==> src/rtl/uart_rx_pkt_parser.sv <==
// Frames UART bytes into HEADER/LEN/payload/CSUM packets, verifies them
// and streams accepted payload to the core over valid/ready.
module uart_rx_pkt_parser #(
  parameter int unsigned SYS_CLK       = 50000000,
  parameter int unsigned BAUD_RATE     = 115200,
  parameter logic [7:0]  HEADER        = 8'hA5,
  parameter int unsigned MAX_LEN       = 16,
  parameter int unsigned TIMEOUT_BYTES = 4
) (
  input  logic       clk,
  input  logic       rst,
  input  logic [7:0] i_rx_d,
  input  logic       i_rx_complete,
  input  logic       i_rx_error,
  output logic [7:0] o_pl_d,
  output logic       o_pl_valid,
  input  logic       i_pl_ready,
  output logic       o_pl_last,
  output logic       o_pkt_ok,
  output logic       o_pkt_err,
  output logic [1:0] o_err_code,
  output logic       o_overrun,
  output logic       o_busy
);

  localparam int unsigned TIMEOUT_CYC =
    (SYS_CLK / BAUD_RATE) * 10 * TIMEOUT_BYTES;
  localparam int unsigned TW =
    (TIMEOUT_CYC > 2) ? $clog2(TIMEOUT_CYC) : 1;
  localparam int unsigned LW = $clog2(MAX_LEN + 1);
  localparam int unsigned IW =
    (MAX_LEN > 1) ? $clog2(MAX_LEN) : 1;
  localparam logic [TW-1:0] TO_LAST = TW'(TIMEOUT_CYC - 1);
  localparam logic [7:0]    MAX_B   = 8'(MAX_LEN);

  localparam logic [1:0] E_LEN  = 2'd0;
  localparam logic [1:0] E_CSUM = 2'd1;
  localparam logic [1:0] E_TIME = 2'd2;
  localparam logic [1:0] E_LINE = 2'd3;

  typedef enum logic [2:0] {
    IDLE,
    LEN,
    PAYLOAD,
    CSUM,
    DRAIN
  } state_t;

  state_t        state, state_n;
  logic          cmp_q, cmp_qq, rxe_q;
  logic [7:0]    rxd_q;
  logic          ev;
  logic [7:0]    mem [MAX_LEN];
  logic [LW-1:0] len, len_n;
  logic [LW-1:0] wr_idx, wr_idx_n;
  logic [LW-1:0] rd_idx, rd_idx_n;
  logic [7:0]    sum, sum_n, csum;
  logic [TW-1:0] tmr;
  logic          active, timed_out, hs, wr_en;
  logic          valid_n, ok_n, err_n, ovr_n;
  logic [1:0]    code_n;

  // Data and error are captured on the same edge as the strobe,
  // so the byte event sees a consistent triple.
  always_ff @(posedge clk or posedge rst) begin
    if (rst) begin
      cmp_q  <= 1'b0;
      cmp_qq <= 1'b0;
      rxd_q  <= 8'h00;
      rxe_q  <= 1'b0;
    end else begin
      cmp_q  <= i_rx_complete;
      cmp_qq <= cmp_q;
      rxd_q  <= i_rx_d;
      rxe_q  <= i_rx_error;
    end
  end

  assign ev = cmp_q & ~cmp_qq;

  assign active = (state == LEN) ||
                  (state == PAYLOAD) ||
                  (state == CSUM);

  assign timed_out = active & ~ev & (tmr == TO_LAST);
  assign hs        = o_pl_valid & i_pl_ready;
  assign csum      = sum + rxd_q;

  assign o_pl_last = o_pl_valid & (rd_idx == len - LW'(1));
  assign o_pl_d    = o_pl_valid ? mem[rd_idx[IW-1:0]] : 8'h00;
  assign o_busy    = (state != IDLE);

  always_comb begin
    state_n  = state;
    len_n    = len;
    wr_idx_n = wr_idx;
    rd_idx_n = rd_idx;
    sum_n    = sum;
    wr_en    = 1'b0;
    valid_n  = o_pl_valid;
    ok_n     = 1'b0;
    err_n    = 1'b0;
    ovr_n    = 1'b0;
    code_n   = o_err_code;
    if (active && ev && rxe_q) begin
      err_n   = 1'b1;
      code_n  = E_LINE;
      state_n = IDLE;
    end else if (timed_out) begin
      err_n   = 1'b1;
      code_n  = E_TIME;
      state_n = IDLE;
    end else begin
      unique case (state)
        IDLE: begin
          if (ev && !rxe_q && rxd_q == HEADER) begin
            sum_n   = 8'h00;
            state_n = LEN;
          end
        end
        LEN: begin
          if (ev) begin
            if (rxd_q == 8'h00 || rxd_q > MAX_B) begin
              err_n   = 1'b1;
              code_n  = E_LEN;
              state_n = IDLE;
            end else begin
              len_n    = rxd_q[LW-1:0];
              sum_n    = rxd_q;
              wr_idx_n = '0;
              state_n  = PAYLOAD;
            end
          end
        end
        PAYLOAD: begin
          if (ev) begin
            wr_en    = 1'b1;
            sum_n    = csum;
            wr_idx_n = wr_idx + LW'(1);
            if (wr_idx_n == len) begin
              state_n = CSUM;
            end
          end
        end
        CSUM: begin
          if (ev) begin
            if (csum == 8'h00) begin
              ok_n     = 1'b1;
              rd_idx_n = '0;
              state_n  = DRAIN;
            end else begin
              err_n   = 1'b1;
              code_n  = E_CSUM;
              state_n = IDLE;
            end
          end
        end
        DRAIN: begin
          // Valid rises one cycle after the ok pulse.
          valid_n = 1'b1;
          ovr_n   = ev;
          if (hs) begin
            rd_idx_n = rd_idx + LW'(1);
            if (o_pl_last) begin
              valid_n = 1'b0;
              state_n = IDLE;
            end
          end
        end
        default: state_n = IDLE;
      endcase
    end
  end

  always_ff @(posedge clk or posedge rst) begin
    if (rst) begin
      state      <= IDLE;
      len        <= '0;
      wr_idx     <= '0;
      rd_idx     <= '0;
      sum        <= 8'h00;
      tmr        <= '0;
      o_pl_valid <= 1'b0;
      o_pkt_ok   <= 1'b0;
      o_pkt_err  <= 1'b0;
      o_err_code <= 2'd0;
      o_overrun  <= 1'b0;
    end else begin
      state      <= state_n;
      len        <= len_n;
      wr_idx     <= wr_idx_n;
      rd_idx     <= rd_idx_n;
      sum        <= sum_n;
      o_pl_valid <= valid_n;
      o_pkt_ok   <= ok_n;
      o_pkt_err  <= err_n;
      o_err_code <= code_n;
      o_overrun  <= ovr_n;
      if (ev || !active) begin
        tmr <= '0;
      end else begin
        tmr <= tmr + TW'(1);
      end
    end
  end

  always_ff @(posedge clk or posedge rst) begin
    if (rst) begin
      for (int i = 0; i < MAX_LEN; i++) begin
        mem[i] <= 8'h00;
      end
    end else if (wr_en) begin
      mem[wr_idx[IW-1:0]] <= rxd_q;
    end
  end

endmodule

==> config.mk <==
export PLATFORM = sky130hd
export DESIGN_NAME = uart_rx_pkt_parser
export DESIGN_NICKNAME = d
export VERILOG_FILES = /design/src/rtl/uart_rx_pkt_parser.sv
export SDC_FILE = /design/constraint.sdc
export NUM_CORES = 1
export LEC_CHECK = 0
export CAP_MARGIN = 20
export CORE_UTILIZATION = 62
export CTS_CLUSTER_DIAMETER = 60
export CTS_CLUSTER_SIZE = 10
export DETAILED_ROUTE_END_ITERATION = 12
export PLACE_DENSITY = 0.83
export SLEW_MARGIN = 20
export SYNTH_ARGS = -nofsm -noshare
export SYNTH_HDL_FRONTEND = slang
export SYNTH_SLANG_ARGS = --single-unit
==> constraint.sdc <==
create_clock -name clk -period 7.85 [get_ports clk]
set_clock_uncertainty 0.05 [all_clocks]
set_input_delay 1.57 -clock clk [delete_from_list [all_inputs] [get_ports clk]]
set_output_delay 1.57 -clock clk [all_outputs]
set_load 0.02 [all_outputs]
* Word-level counts from Yosys, hierarchy flattened *
Index checks and enable logic that the tools add are counted.

storage, ports and cells
  bits in registers = 186
  word-level logic and storage cells = 163

operators by class
  add/subtract/negate cells = 5
  order comparisons = 4
  equality and inequality tests = 24
  mux-type cells = 61
  bitwise operators = 12
  reductions and logical operators = 26

operator list
  kind                                                      number
  bitwise mux 128 bit                                       1
  2-to-1 mux 8 bit                                          8
  binary-select mux 8 bit (select 4 bit)                    1
  demux 8 bit (select 4 bit)                                1
  2-to-1 mux 3 bit                                          10
  2-to-1 mux 5 bit                                          6
  one-hot mux 8 bit (3 select lines)                        1
  2-to-1 mux 1 bit                                          20
  one-hot mux 5 bit (2 select lines)                        2
  logical NOT 8 bit                                         2
  inequality test 4 bit, second input constant              4
  adder 15 x 1 -> 15 bit, second input constant             1
  == test 15 bit, second input constant                     1
  2-to-1 mux 15 bit                                         1
  one-hot mux 3 bit (5 select lines)                        1
  2-to-1 mux 2 bit                                          7
  AND reduction 7 bit                                       2
  inequality test 2 bit, second input constant              6
  inequality test 4 x 3 -> 1 bit, second input constant     3
  AND reduction 6 bit                                       2
  adder 5 x 1 -> 5 bit, second input constant               2
  == test 5 bit                                             2
  greater-or-equal comparator 5 bit, second input constant  2
  inverter 4 -> 5 bit                                       2
  23 further kinds                                          44

* Depth between registers and ports, before layout *
Gate-level depths: netlist of run 1.

  depth in word-level cells = 8
  depth in mapped cells = 9

* Worst setup path after synthesis of run 1 *
OpenSTA, ideal clock, no wires.

  path kind = reg-to-output
  from = reg rd_idx[0]
  to = out o_pl_d[0]
  arrival = 2.019 ns
  required time = 6.230 ns
  setup slack = 4.211 ns
  cell stages (with the launch flop) = 6
  path through = dfrtp_1 > buf_4 > buf_2 > mux4_2 > mux4_2 > and2_1

on the way
  cells in the longest elaborated chain, start to end = 5

ends and longest elaborated chain
  what                                                  line  source
  start, declared                                       56    logic [LW-1:0] rd_idx, rd_idx_n;
  start signal, assigned                                192   rd_idx <= rd_idx_n;
  inverter 4 -> 5 bit (not written as such)             90    assign o_pl_d = o_pl_valid ? mem[rd_idx[IW-1:0]] : 8'h00;
  binary-select mux 8 bit (select 4 bit)                90
  2-to-1 mux 8 bit (not written as such) (2 in series)  90
  2-to-1 mux 8 bit                                      90
  end, declared                                         15    output logic [7:0] o_pl_d,

Every way passes these cells. The select of a mux whose other input is x is not followed.

* Worst setup path in the final report of run 1 *
  from = reg rd_idx[0]
  to = out o_pl_d[3]

The elaborated chain is that of the path after synthesis.

==> results of run 1 <==
-- sequential cells by signal (all words and copies together) (netlist names) --
name / count
state: 3
mem: 128
o_pkt_err: 1
o_overrun: 1
wr_idx: 5
tmr: 15
cmp_qq: 1
rxe_q: 1
sum: 8
o_pl_valid: 1
o_err_code: 2
len: 5
rd_idx: 5
o_pkt_ok: 1
cmp_q: 1
rxd_q: 8
-- kinds of logic (layout without fill, tap and decap cells) --
group / count (synthesis) / count (layout) / share of synthesized area
AOI/OAI and AO/OA: 91 / 91 / 0.06598
xor gates and xnor gates: 26 / 26 / 0.02471
adders and majority gates: 15 / 15 / 0.02118
buffers and inverters: 59 / 80 / 0.02797
DFF: 186 / 186 / 0.5050
muxes: 164 / 164 / 0.2495
and+or+nand+nor: 171 / 171 / 0.1056
-- synth_stat cells (3+ instances only) --
cell type / instances
nand2b_1: 6
buf_2: 14
o21ai_0: 31
nand4_2: 3
and2_1: 13
xnor2_1: 16
a21oi_1: 20
nand3_2: 12
a22oi_1: 3
o211ai_1: 5
nand4_1: 6
o22ai_1: 3
dfrtp_1: 186
nor3_1: 10
nor3b_1: 3
nor2b_1: 4
or3_1: 5
nor2_1: 38
clkbuf_1: 19
nand2_1: 37
inv_1: 17
mux2_2: 118
a31oi_1: 5
mux4_2: 40
a211oi_1: 3
nor4_1: 4
nand3_1: 15
xor2_1: 10
ha_1: 14
buf_4: 3
mux2i_1: 4
buf_1: 5
-- final cells by class --
| type | instances | area (um2) | share of cell area |
|---|---|---|---|
| multi-input combinational | 467 | 4313 | 0.4253 |
| timing repair buffer | 33 | 321.6 | 0.03171 |
| sequential | 186 | 4656 | 0.4592 |
| clock inverter | 9 | 90.09 | 0.008885 |
| tap | 184 | 230.2 | 0.02270 |
| clock buffer | 21 | 460.4 | 0.04541 |
| inverter | 17 | 68.82 | 0.006787 |
-- power groups by stage --
stage	combinational (uW)	clock [uW]	sequential, uW
6_report	642	816	1190
5_1_grt	701	864	1210
4_1_cts	640	827	1190
3_5_place_dp	634	0	1210
3_3_place_gp	598	0	1200
2_1_floorplan	547	0	1130
-- worst max-delay path by stage --
stage / cells past startpoint / end / slack (ps) / from
2_1_floorplan: 1 / cmp_q / 1170 / rst
3_3_place_gp: 5 / o_pl_d[3] / 3250 / rd_idx[0]
3_5_place_dp: 5 / o_pl_d[3] / 3160 / rd_idx[0]
4_1_cts: 5 / o_pl_d[3] / 2690 / rd_idx[0]
5_1_grt: 5 / o_pl_d[3] / 2570 / rd_idx[0]
6_report: 5 / o_pl_d[3] / 2730 / rd_idx[0]
-- metal layers --
layer,track usage,up-vias,share of wire
li1,-,2649,-
met1,0.3847,3177,0.42
met2,0.4868,213,0.50
met3,0.06822,49,0.051
met4,0.1146,0,0.023
met5,0,-,0
-- through the flow --
stage	setup slack [ps]	utilization	std cells	instance area (um2)	total power, uW
3_5_place_dp	3156	0.6595	887	9585	1840
3_3_place_gp	3246	0.6589	887	9577	1796
4_1_cts	2688	0.6974	917	10140	2657
5_1_grt	2573	0.6977	917	10140	2776
6_report	2732	0.6977	917	10140	2652
2_1_floorplan	1173	-	712	9216	1682
==> results.json, run 1 <==
{
  "status": "finished clean",
  "yosys.area.top_type": "dfrtp_1",
  "holdPathEnd": "cmp_qq",
  "relSlewSlack": 0.2731,
  "leakagePower_uw": 0.004555,
  "worst_path_largest_cell_delay_ps": 740,
  "yosysTopAreaCellShare": 0.5050,
  "hold_viol_final": 0,
  "r2r_end": "state[2]",
  "netlist_area_um2": 9216,
  "initial_utilization": 0.6341,
  "cts_buffers": 17,
  "syn_to_final_growth_pct": 10.02,
  "dr.pass1.iters": 5,
  "drt_iter0_markers": 626,
  "crit_fanout": 21,
  "seq_area_frac_synth": 0.5050,
  "arrival_ps": 3500,
  "post_drt_wl_per_cell_um": 22.26,
  "antenna_found_initial": 0,
  "ys_seq_elements": 186,
  "min_from": "cmp_q",
  "num_vias": 6088,
  "maxSlewViolCount": 0,
  "syn_inst": 712,
  "drc": 0,
  "grt_usage": 0.2964,
  "synth_nets": 740,
  "pwr-share-seq": 0.450,
  "cp_top_family": "multiplexers",
  "num_rows": 44,
  "clk_pin_slew_ps": 60,
  "p_clk_frac": 0.307,
  "hold-path-cell-count": 0,
  "worstReg2RegStart": "rxd_q[0]",
  "rsz0062_at_grt": "no",
  "ir_drop_mv": 0.1676,
  "insertion_delay_ps": 440,
  "hold_path_class": "reg2reg",
  "grt_start_max_net_pins": 83,
  "synthArstFlopShare": 1.000,
  "timing.hold.ws_ps": 354.4,
  "cts_resized": 0,
  "final_common_cell": "dfrtp_1",
  "cp_slowest_cell": "dfrtp_2",
  "setup_tns_ps": 0,
  "n_antenna_cell": 0,
  "swShare": 0.3169,
  "wirelength_um": 20420,
  "ctsHoldBuffers": 0,
  "critical_path_class": "reg2out",
  "dp_hpwl_um": 13340,
  "cts_tree": "built",
  "ys_warn_count": 0,
  "fmax_mhz": 195.4,
  "clkSinkCount": 186,
  "pwr_density_cell_nw_per_um2": 261.6,
  "crit_path_start_kind": "register",
  "fp.coreArea_um2": 14530,
  "synth_flop_cell": "dfrtp_1",
  "gp_congestion": 0.8692,
  "worst_ep_required_time_ps": 6230,
  "yosysUniqueCellTypes": 66,
  "rrSetupSlack_ps": 4430,
  "worst_pin_slew_ps": 1080,
  "overflow": 0,
  "final_cell_mix": "dfrtp_1, mux2_2, mux4_2, nor2_1, nand2_1",
  "end_kind": "primary output",
  "drive_gt1_frac": 0.3015,
  "io_pins": 29,
  "cp_common_cell": "mux4_2",
  "cap_violations": 0,
  "synth_area_per_cell_um2": 12.94,
  "finalSetupViolations": 0,
  "min_period_ps": 5118,
  "clockBufferDepth": 2,
  "crit_path_cell_trace": "buf_4 -> mux4_2 -> mux4_2 -> and2_1 -> clkdlybuf4s50_1",
  "ant_nets": 0,
  "fin_crit_sh": 0.6520,
  "port_buffers": 28,
  "worst-path-buf-inv": 2,
  "grt_pass1_vias": 6337,
  "post-cts-setup-buffers": 0,
  "grt_pass1_wl_um": 33210,
  "intPower_uw": 1812,
  "die_h_um": 123.9,
  "fin_nets": 750,
  "die_x_um": 123.9,
  "p_switching_uw": 840.5,
  "synth_edf_count": 0,
  "synth_area_leaders": "dfrtp_1, mux2_2, mux4_2",
  "fillers": 975,
  "h-tree-depth": 4,
  "vias_per_cell": 6.639,
  "root_buffer": "clkbuf_16",
  "p_comb_frac": 0.242,
  "die_area_um2": 15360,
  "reg2reg_depth": 9
}
Power figures use the tool's default switching activity.
==> run 2: changes to the inputs <==
Clock period 7.85 ns to 5 ns, I/O delays scaled along.
==> run 2 against run 1 <==
  * Worst hold slack worse by 2.7 ps
  * Wire length up 0.94%
  * Clock power is 64% higher
  * First-iteration DRC count up 0.80%
  * Register-to-register slack worse by 2700 ps
  * Non-clock buffer count stayed put
  * Sequential cell count is the same
  * Highest routed layer unchanged
  * Combinational power is 57% higher
  * Sequential power rose by 57%
  * Setup slack got worse by 2100 ps
  * Total power grew 59%
==> results.json, run 2 (same netlist as run 1, synthesis figures left out) <==
{
  "status": "finished clean",
  "num_rows": 44,
  "rsz0062_at_grt": "no",
  "rrSetupSlack_ps": 1690,
  "clockBufferDepth": 2,
  "die_h_um": 123.9,
  "grt_pass1_vias": 6274,
  "cp_slowest_cell": "dfrtp_2",
  "die_area_um2": 15360,
  "multiInputGateArea_um2": 4313,
  "r2r_end": "state[2]",
  "grt_util_met1": 0.3913,
  "top_regs": "mem: 128 flops, tmr: 15 flops",
  "hold_viol_final": 0,
  "vias_per_cell": 6.467,
  "pwr_density_cell_nw_per_um2": 413.6,
  "largest_register_ff_count": 128,
  "critPathLaunch": "rd_idx[0]",
  "grt_usage": 0.2995,
  "cts_tree": "built",
  "cp-endpoint": "o_pl_d[3]",
  "final_common_cell": "dfrtp_1",
  "antenna_found_initial": 0,
  "drt_iter0_markers": 631,
  "min_period_ps": 4350,
  "ctsHoldBuffers": 0,
  "critical_path_class": "reg2out",
  "dp_hpwl_um": 13610,
  "grt_use_met2": 0.4941,
  "gp_congestion": 0.8667,
  "cts_buffers": 17,
  "reg2reg_depth": 9,
  "placed_cells": 887,
  "syn_to_final_growth_pct": 10.71,
  "hold_path_class": "reg2reg",
  "insertion_delay_ps": 430,
  "io_pins": 29,
  "drc": 0,
  "fillers": 996,
  "cap_violations": 0,
  "final_cell_mix": "dfrtp_1, mux2_2, mux4_2, nor2_1, nand2_1",
  "ir_drop_mv": 0.3097,
  "grt_start_max_net_pins": 147,
  "relSlewSlack": 0.2717,
  "cts_resized": 0,
  "root_buffer": "clkbuf_16",
  "clk_pin_slew_ps": 60,
  "clkSinkCount": 186,
  "overflow": 0,
  "drive_gt1_frac": 0.3034,
  "grt_pass1_wl_um": 33480,
  "ant_nets": 0,
  "use_met3": 0.05632,
  "busiest_layer": "met2",
  "fin_crit_sh": 0.8699,
  "n_antenna_cell": 0,
  "fin_cells": 919,
  "worst_pin_slew_ps": 1083,
  "wirelength_um": 20610,
  "h-tree-depth": 4,
  "fmax_mhz": 229.9,
  "top_register": "mem",
  "timing.hold.ws_ps": 351.7,
  "post_drt_wl_per_cell_um": 22.42,
  "setup_tns_ps": 0,
  "leakagePower_uw": 0.004579,
  "dr.pass1.iters": 5,
  "initial_utilization": 0.6341,
  "crit_path_cell_trace": "buf_12 -> mux4_2 -> mux4_2 -> and2_1 -> clkdlybuf4s50_1",
  "cp_common_cell": "mux4_2",
  "worst_path_largest_cell_delay_ps": 780,
  "num_vias": 5943,
  "crit_fanout": 20,
  "power.total_uw": 4220,
  "crit_path_start_kind": "register",
  "post-cts-setup-buffers": 0,
  "fin_nets": 750,
  "end_kind": "primary output",
  "fin_util": 0.7020,
  "arrival_ps": 3300,
  "finalSetupViolations": 0,
  "worst_ep_required_time_ps": 3950,
  "port_buffers": 28,
  "register_area_um2": 4656,
  "fp.coreArea_um2": 14530,
  "die_x_um": 123.9,
  "worstReg2RegStart": "rxd_q[0]",
  "maxSlewViolCount": 0
}
[run 2: cell types whose count changed in the layout (fill, tap and decap cells not counted), sizes merged]
cell / before / now
clkbuf: 21 / 20
clkinv: 3 / 4
bufinv: 1 / 2
inv: 20 / 21
[run 2: worst min-delay path by stage]
| stage | cells after the start | from | slack [ps] | to |
|---|---|---|---|---|
| 2_1_floorplan | 0 | cmp_q | 320 | cmp_qq |
| 3_3_place_gp | 0 | cmp_q | 330 | cmp_qq |
| 3_5_place_dp | 0 | cmp_q | 330 | cmp_qq |
| 4_1_cts | 0 | cmp_q | 360 | cmp_qq |
| 5_1_grt | 0 | cmp_q | 370 | cmp_qq |
| 6_report | 0 | cmp_q | 350 | cmp_qq |
[run 2: metal layers]
layer,wire (um),share of wire
met5,0,0
met4,550,0.027
met3,1046,0.051
met2,10500,0.51
met1,8515,0.41
[run 2: through the flow]
step                      setup WS, ps  instance area (um2)
after floorplan                   1557                 9220
after global routing             519.9                10200
after global placement            1172                 9613
after CTS                        626.2                10200
final                            650.5                10200
after detailed placement          1121                 9622
[run 2: layout make-up]
class,instances,area share
multi-input cells,467,0.4227
inverters,17,0.006622
well taps,184,0.02256
clock buffers,20,0.04378
clock inverters,12,0.01324
flip-flops and latches,186,0.4563
repair buffers,33,0.03483
[run 2: where the power goes]
group	total, uW	switching (uW)	internal, uW
Clock	1340	585	756
Combinational	1010	526	480
Sequential	1870	216	1660
[run 2: worst max-delay path, delay by kind of cell, from the launching register on]
family        cells  cell delay (ps)
flops             1              780
mux               2             1060
buf+inv           2              840
simple gates      1              180
